**src/rtl/cpu_types_pkg.sv**
```systemverilog
// Shared types for the MEM/WB portion of the pipelined core.
//   word_t      : datapath word
//   regbits_t   : register-file index
//   memtoreg_t  : writeback source select
//   mem_state_t : memory-stage handshake state
//   mem_wb_t    : packed MEM/WB pipeline register contents
package cpu_types_pkg;

  localparam int unsigned WORD_W = 32;
  localparam int unsigned REGB_W = 5;

  typedef logic [WORD_W-1:0] word_t;
  typedef logic [REGB_W-1:0] regbits_t;

  typedef enum logic [1:0] {
    MTR_JAL   = 2'd0,
    MTR_ALU   = 2'd1,
    MTR_DLOAD = 2'd2,
    MTR_LUI   = 2'd3
  } memtoreg_t;

  typedef enum logic [1:0] {
    IDLE   = 2'd0,
    ACCESS = 2'd1,
    HALTED = 2'd2
  } mem_state_t;

  typedef struct packed {
    logic      valid;
    logic      halt;
    logic      regwrite;
    regbits_t  wsel;
    memtoreg_t memtoreg;
    word_t     jal;
    word_t     aluout;
    word_t     dload;
    word_t     shiftedimm;
  } mem_wb_t;

endpackage

```
**src/rtl/mem_wb_reg.sv**
```systemverilog
// MEM/WB pipeline register.
//   CLK    : core clock
//   nRST   : asynchronous active-low reset, clears every field
//   en     : load d into q
//   bubble : clear valid/regwrite (applied after en, so it also squashes a fresh load)
//   d, q   : register contents
module mem_wb_reg
  import cpu_types_pkg::*;
(
  input  logic    CLK,
  input  logic    nRST,
  input  logic    en,
  input  logic    bubble,
  input  mem_wb_t d,
  output mem_wb_t q
);

  always_ff @(posedge CLK or negedge nRST) begin
    if (!nRST) begin
      q <= '0;
    end else begin
      if (en) begin
        q <= d;
      end
      if (bubble) begin
        q.valid    <= 1'b0;
        q.regwrite <= 1'b0;
      end
    end
  end

endmodule

```
**src/rtl/mem_wb_stage.sv**
```systemverilog
// Memory stage + MEM/WB pipeline register.
// Drives the data-cache request from the EX/MEM fields, stalls the pipe until dhit and
// registers the writeback sources for the WB mux. A bubble goes into WB while an access is
// outstanding. halt becomes sticky the cycle after a valid halt instruction sits in WB.
// Ports:
//   CLK, nRST                    clock, asynchronous active-low reset
//   mem_*                        EX/MEM fields of the instruction in this stage
//   dhit, dmemload               cache completion and load data
//   dmemREN/WEN/addr/store       cache request (combinational)
//   mem_stall                    hold upstream pipeline registers this cycle
//   wb_*                         registered MEM/WB fields
//   halt                         sticky core-halted flag
//   stall_cycles                 saturating count of stalled cycles (MEMWB_STALL_CNT_EN only)
// Build option: define MEMWB_STALL_CNT_EN to add the stall_cycles port and counter.
module mem_wb_stage
  import cpu_types_pkg::*;
#(
  parameter int unsigned DATA_W = 32,
  parameter int unsigned ADDR_W = 32,
  parameter int unsigned REG_AW = 5
) (
  input  logic              CLK,
  input  logic              nRST,
  input  logic              mem_valid,
  input  logic [DATA_W-1:0] mem_jal,
  input  logic [DATA_W-1:0] mem_aluOut,
  input  logic [DATA_W-1:0] mem_shiftedImm,
  input  logic [DATA_W-1:0] mem_storeData,
  input  logic [1:0]        mem_memToReg,
  input  logic              mem_regWrite,
  input  logic [REG_AW-1:0] mem_wsel,
  input  logic              mem_memRead,
  input  logic              mem_memWrite,
  input  logic              mem_halt,
  input  logic              dhit,
  input  logic [DATA_W-1:0] dmemload,
  output logic              dmemREN,
  output logic              dmemWEN,
  output logic [ADDR_W-1:0] dmemaddr,
  output logic [DATA_W-1:0] dmemstore,
  output logic              mem_stall,
  output logic              wb_valid,
  output logic              wb_regWrite,
  output logic [REG_AW-1:0] wb_wsel,
  output logic [1:0]        wb_memToReg,
  output logic [DATA_W-1:0] wb_jal,
  output logic [DATA_W-1:0] wb_aluOut,
  output logic [DATA_W-1:0] wb_dload,
  output logic [DATA_W-1:0] wb_shiftedImm,
  output logic              halt
`ifdef MEMWB_STALL_CNT_EN
  ,
  output logic [31:0]       stall_cycles
`endif
);

  mem_state_t state;
  logic       halt_q;
  logic       retire_halt;
  logic       halting;
  logic       req;
  mem_wb_t    wb_d;
  mem_wb_t    wb_q;

  // A halt sitting valid in WB already counts as halting: the instruction behind it must not
  // touch memory or retire, even though the sticky flag only rises on the next edge.
  assign retire_halt = wb_q.valid & wb_q.halt;
  assign halting     = halt_q | retire_halt;

  // nRST gates the request so it drops the instant reset asserts, even mid-access.
  assign req       = nRST & mem_valid & (mem_memRead | mem_memWrite) & ~halting;
  assign dmemREN   = req & mem_memRead;
  assign dmemWEN   = req & mem_memWrite & ~mem_memRead;
  assign dmemaddr  = mem_aluOut[ADDR_W-1:0];
  assign dmemstore = mem_storeData;
  assign mem_stall = req & ~dhit;

  always_comb begin
    wb_d            = '0;
    wb_d.valid      = mem_valid;
    wb_d.halt       = mem_valid & mem_halt;
    wb_d.regwrite   = mem_valid & mem_regWrite;
    wb_d.wsel       = mem_wsel;
    wb_d.memtoreg   = memtoreg_t'(mem_memToReg);
    wb_d.jal        = mem_jal;
    wb_d.aluout     = mem_aluOut;
    wb_d.dload      = (dmemREN & dhit) ? dmemload : '0;
    wb_d.shiftedimm = mem_shiftedImm;
  end

  mem_wb_reg u_mem_wb_reg (
    .CLK    (CLK),
    .nRST   (nRST),
    .en     (~mem_stall),
    .bubble (mem_stall | halting),
    .d      (wb_d),
    .q      (wb_q)
  );

  // Handshake FSM; HALTED is terminal until reset.
  always_ff @(posedge CLK or negedge nRST) begin
    if (!nRST) begin
      state  <= IDLE;
      halt_q <= 1'b0;
    end else if (retire_halt || state == HALTED) begin
      state  <= HALTED;
      halt_q <= 1'b1;
    end else begin
      case (state)
        IDLE:    if (req && !dhit) state <= ACCESS;
        ACCESS:  if (dhit) state <= IDLE;
        default: state <= IDLE;
      endcase
    end
  end

  assign halt          = halt_q;
  assign wb_valid      = wb_q.valid;
  assign wb_regWrite   = wb_q.regwrite;
  assign wb_wsel       = wb_q.wsel;
  assign wb_memToReg   = wb_q.memtoreg;
  assign wb_jal        = wb_q.jal;
  assign wb_aluOut     = wb_q.aluout;
  assign wb_dload      = wb_q.dload;
  assign wb_shiftedImm = wb_q.shiftedimm;

`ifdef MEMWB_STALL_CNT_EN
  logic [31:0] stall_cnt_q;

  always_ff @(posedge CLK or negedge nRST) begin
    if (!nRST) begin
      stall_cnt_q <= '0;
    end else if (mem_stall && !halt_q && stall_cnt_q != 32'hFFFF_FFFF) begin
      stall_cnt_q <= stall_cnt_q + 32'd1;
    end
  end

  assign stall_cycles = stall_cnt_q;
`endif

endmodule

```
**config.mk**
```make
export PLATFORM = sky130hd
export DESIGN_NAME = mem_wb_stage
export DESIGN_NICKNAME = d
export VERILOG_FILES = /design/src/rtl/cpu_types_pkg.sv /design/src/rtl/mem_wb_reg.sv /design/src/rtl/mem_wb_stage.sv
export SDC_FILE = /design/constraint.sdc
export NUM_CORES = 1
export LEC_CHECK = 0
export ABC_AREA = 1
export CAP_MARGIN = 0
export CORE_AREA = 3 3 147 149
export DETAILED_ROUTE_END_ITERATION = 12
export DIE_AREA = 0 0 150 152
export PLACE_DENSITY_LB_ADDON = 0.08
export SLEW_MARGIN = 10
export SYNTH_ARGS = -nofsm -noshare
export SYNTH_HDL_FRONTEND = slang
export SYNTH_SLANG_ARGS = --single-unit
```
**constraint.sdc**
```tcl
create_clock -name CLK -period 2.55 [get_ports CLK]
set_input_delay 0.765 -clock CLK [delete_from_list [all_inputs] [get_ports CLK]]
set_output_delay 0.765 -clock CLK [all_outputs]
set_load 0.01 [all_outputs]
```
==> run metrics <==
crit-path most repeated cell nand2_2; cell taking the most area after synthesis dfrtp_1; CTS root buf clkbuf_16; fin. max-slew vios 0; crit start category primary input; Vias/cell 4.52; Fin Clk Skew around 0.0059 ns; DIE AREA 22800 µm²; Fin Setup TNS 0 ns; largest net degree at the start of global routing a little under 100; CP max-delay cell dlygate4sd2_1; clk sink count 141; dpl hpwl 13800 µm; CP max FO 3; crit-path cells dlygate4sd2_1 > inv_2 > nand2_2 > nand2_2 > nor2_4 > inv_1 > nor3_2 > buf_2; Arr. time, crit path 1.64 ns; # setup viols final 0; Worst slew margin 33.3%; layout cells sized above 1 9.05%; # rows 52; num ports 380; P per Cell Area between 500 and 600 nW/µm²; LEAKAGE roughly 4.8 nW; initial antenna violation count 0; DRT Wirelength 20700 µm; starting density of the core a little over a third; clk slew on worst S/H paths 0.06 ns; die width 150 µm; # hold bufs at CTS 0; routed length per placed instance approximately 17 µm; reg2reg setup slack 0.52 ns; Total Routing Usage GR about 18%; htree depth 4; max cap viols 0; CP Capture Type primary output; vias in the first global route 5515; grt ovf 0; Worst Reg-to-Reg Cells 9; fmax 416 MHz; first-pass GRT wire length 31700 µm; clk buf depth 2; RSZ-0062 raised after global routing false; final instance area ~9900 µm²; Hold Fails Final Rpt 0; status completed; port bufs 315; TritonCTS clock tree yes; violation count after the first detailed-route iteration 248; Req. time, crit path between 1.5 and 2 ns; #FFs+latches synth 141; gpl congestion around 0.74; Mapped Cells 833; Vias 5610; DIE HEIGHT 152 µm; number of distinct library cells after synthesis 17; nets@finish 1134; Yosys Warn Count 0; post-synthesis sequential area ratio between 40% and 50%; Final min period 2.41 ns; worst skew pair latency 0.41 ns; Area growth, synth to finish 36.7%; post-synth net total around 1000; Worst-Margin Slew 1.00 ns; core area 20300 µm²; Cell Area, Placed between 9000 and 10000 µm²; ranking of synthesized cells by area dfrtp_1 49%, buf_4 21%, nand2_1 13%; reg-to-reg critical path startpoint u_mem_wb_reg.q[137]; DRT antenna net count 0; part of the cycle the worst path needs 94.3%; RR Endpoint u_mem_wb_reg.q[74]; Mapped Avg Cell Area 8.66 µm²; CP peak stage delay about 0.22 ns; Residual DRC 0; ANT cells 0; Netlist Area Pre-Place 7210 µm²; Min-Delay Path Class in2async; Yosys top cell area share between 40% and 50%; DR pass1 iterations 4; worst vdd ir 417 µV; CP Class in2out; filler instances 1946; CTS Buf Count 17
==> cells in the final DEF (no fill, tap or decap) <==
cell and n:
clkdlybuf4s50_1 276, nand2_1 249, dfrtp_1 141, nand3_1 136
buf_4 40, nand4_1 32, dlygate4sd2_1 27, clkbuf_16 17
dlymetal6s2s_1 8, inv_1 7, buf_6 5, inv_2 4
nor2_1 4, clkinvlp_4 3, inv_6 3, nand2_2 2
a21oi_1 2, clkinv_2 2, clkinv_4 2, bufinv_16 2
clkbuf_8 2, buf_2 2, nor2_4 1, inv_4 1
nand2_4 1, nor3_2 1, o21bai_1 1, clkbuf_1 1
==> power breakdown <==
part	switching [mW]	internal (mW)
Combinational	0.311	0.432
Clock	0.990	1.50
Sequential	0.0506	2.33
==> worst max path at each step <==
stage	from	end	slack, ns
floorplan	mem_memRead	dmemWEN	0.08
global placement	mem_memRead	dmemWEN	-0.52
global route	mem_memRead	dmemWEN	0.04
CTS	mem_aluOut[5]	dmemaddr[5]	0.0003
finish	mem_memRead	dmemWEN	0.14
detailed placement	mem_memRead	dmemWEN	-0.52
==> per-layer routing <==
metal | share of wire [%] | global-route usage, % | up-vias
li1 | - | - | 2732
met1 | 41 | 22.5 | 2630
met2 | 48 | 28.0 | 209
met3 | 8.9 | 6.11 | 39
met4 | 1.9 | 5.58 | 0
met5 | 0 | 0 | -
==> worst max-delay path, delay by kind of cell <==
family                 cells  cell delay (ns)
buffers and inverters      4             0.51
AND/OR/NAND/NOR            4             0.37
==> flip-flops by register name (all words and copies together) (netlist names) <==
name	flops
halt	1
state	2
u_mem_wb_reg.q	138
==> cells by family (layout without fill, tap and decap cells) <==
group,count (synthesis),count (layout),synth area share [%]
AO/OA/AOI/OAI,3,3,0.243
flip-flops,141,141,48.9
buffers and inverters,263,402,25.0
AND/OR/NAND/NOR,426,426,25.8
==> layout make-up <==
type,instances,area (µm²),area share (%)
inverters,12,47.5,0.482
flip-flops and latches,141,3530,35.8
clock buffers,20,457,4.63
multi-input cells,429,1890,19.2
well taps,270,338,3.42
repair buffers,358,3470,35.1
clock inverters,12,136,1.38
==> synthesized netlist by cell type (all sizes together) <==
cell type  number
o21bai          1
nand2         252
a21oi           2
nand4          32
dfrtp         141
nand3         136
buf           231
nor3            1
inv            12
nor2            5
clkbuf         20
==> stage by stage <==
step,instances,hold slack (ns),setup slack [ns],power [mW],util [%]
6_report,1242,0.368,0.144,5.62,48.6
5_1_grt,1242,0.388,0.0363,5.87,48.6
4_1_cts,1242,0.371,0.000260,5.71,48.5
3_5_place_dp,1209,0.466,-0.524,3.19,45.7
3_3_place_gp,1209,0.459,-0.521,3.19,45.7
2_1_floorplan,833,0.458,0.0770,2.81,-
==> what timing repair did <==
item,in CTS,in global routing
setup endpoints to repair,78,67
pin swaps,4,0
buffers inserted,1,0
resized for setup,45,10
Power figures use the tool's default switching activity.
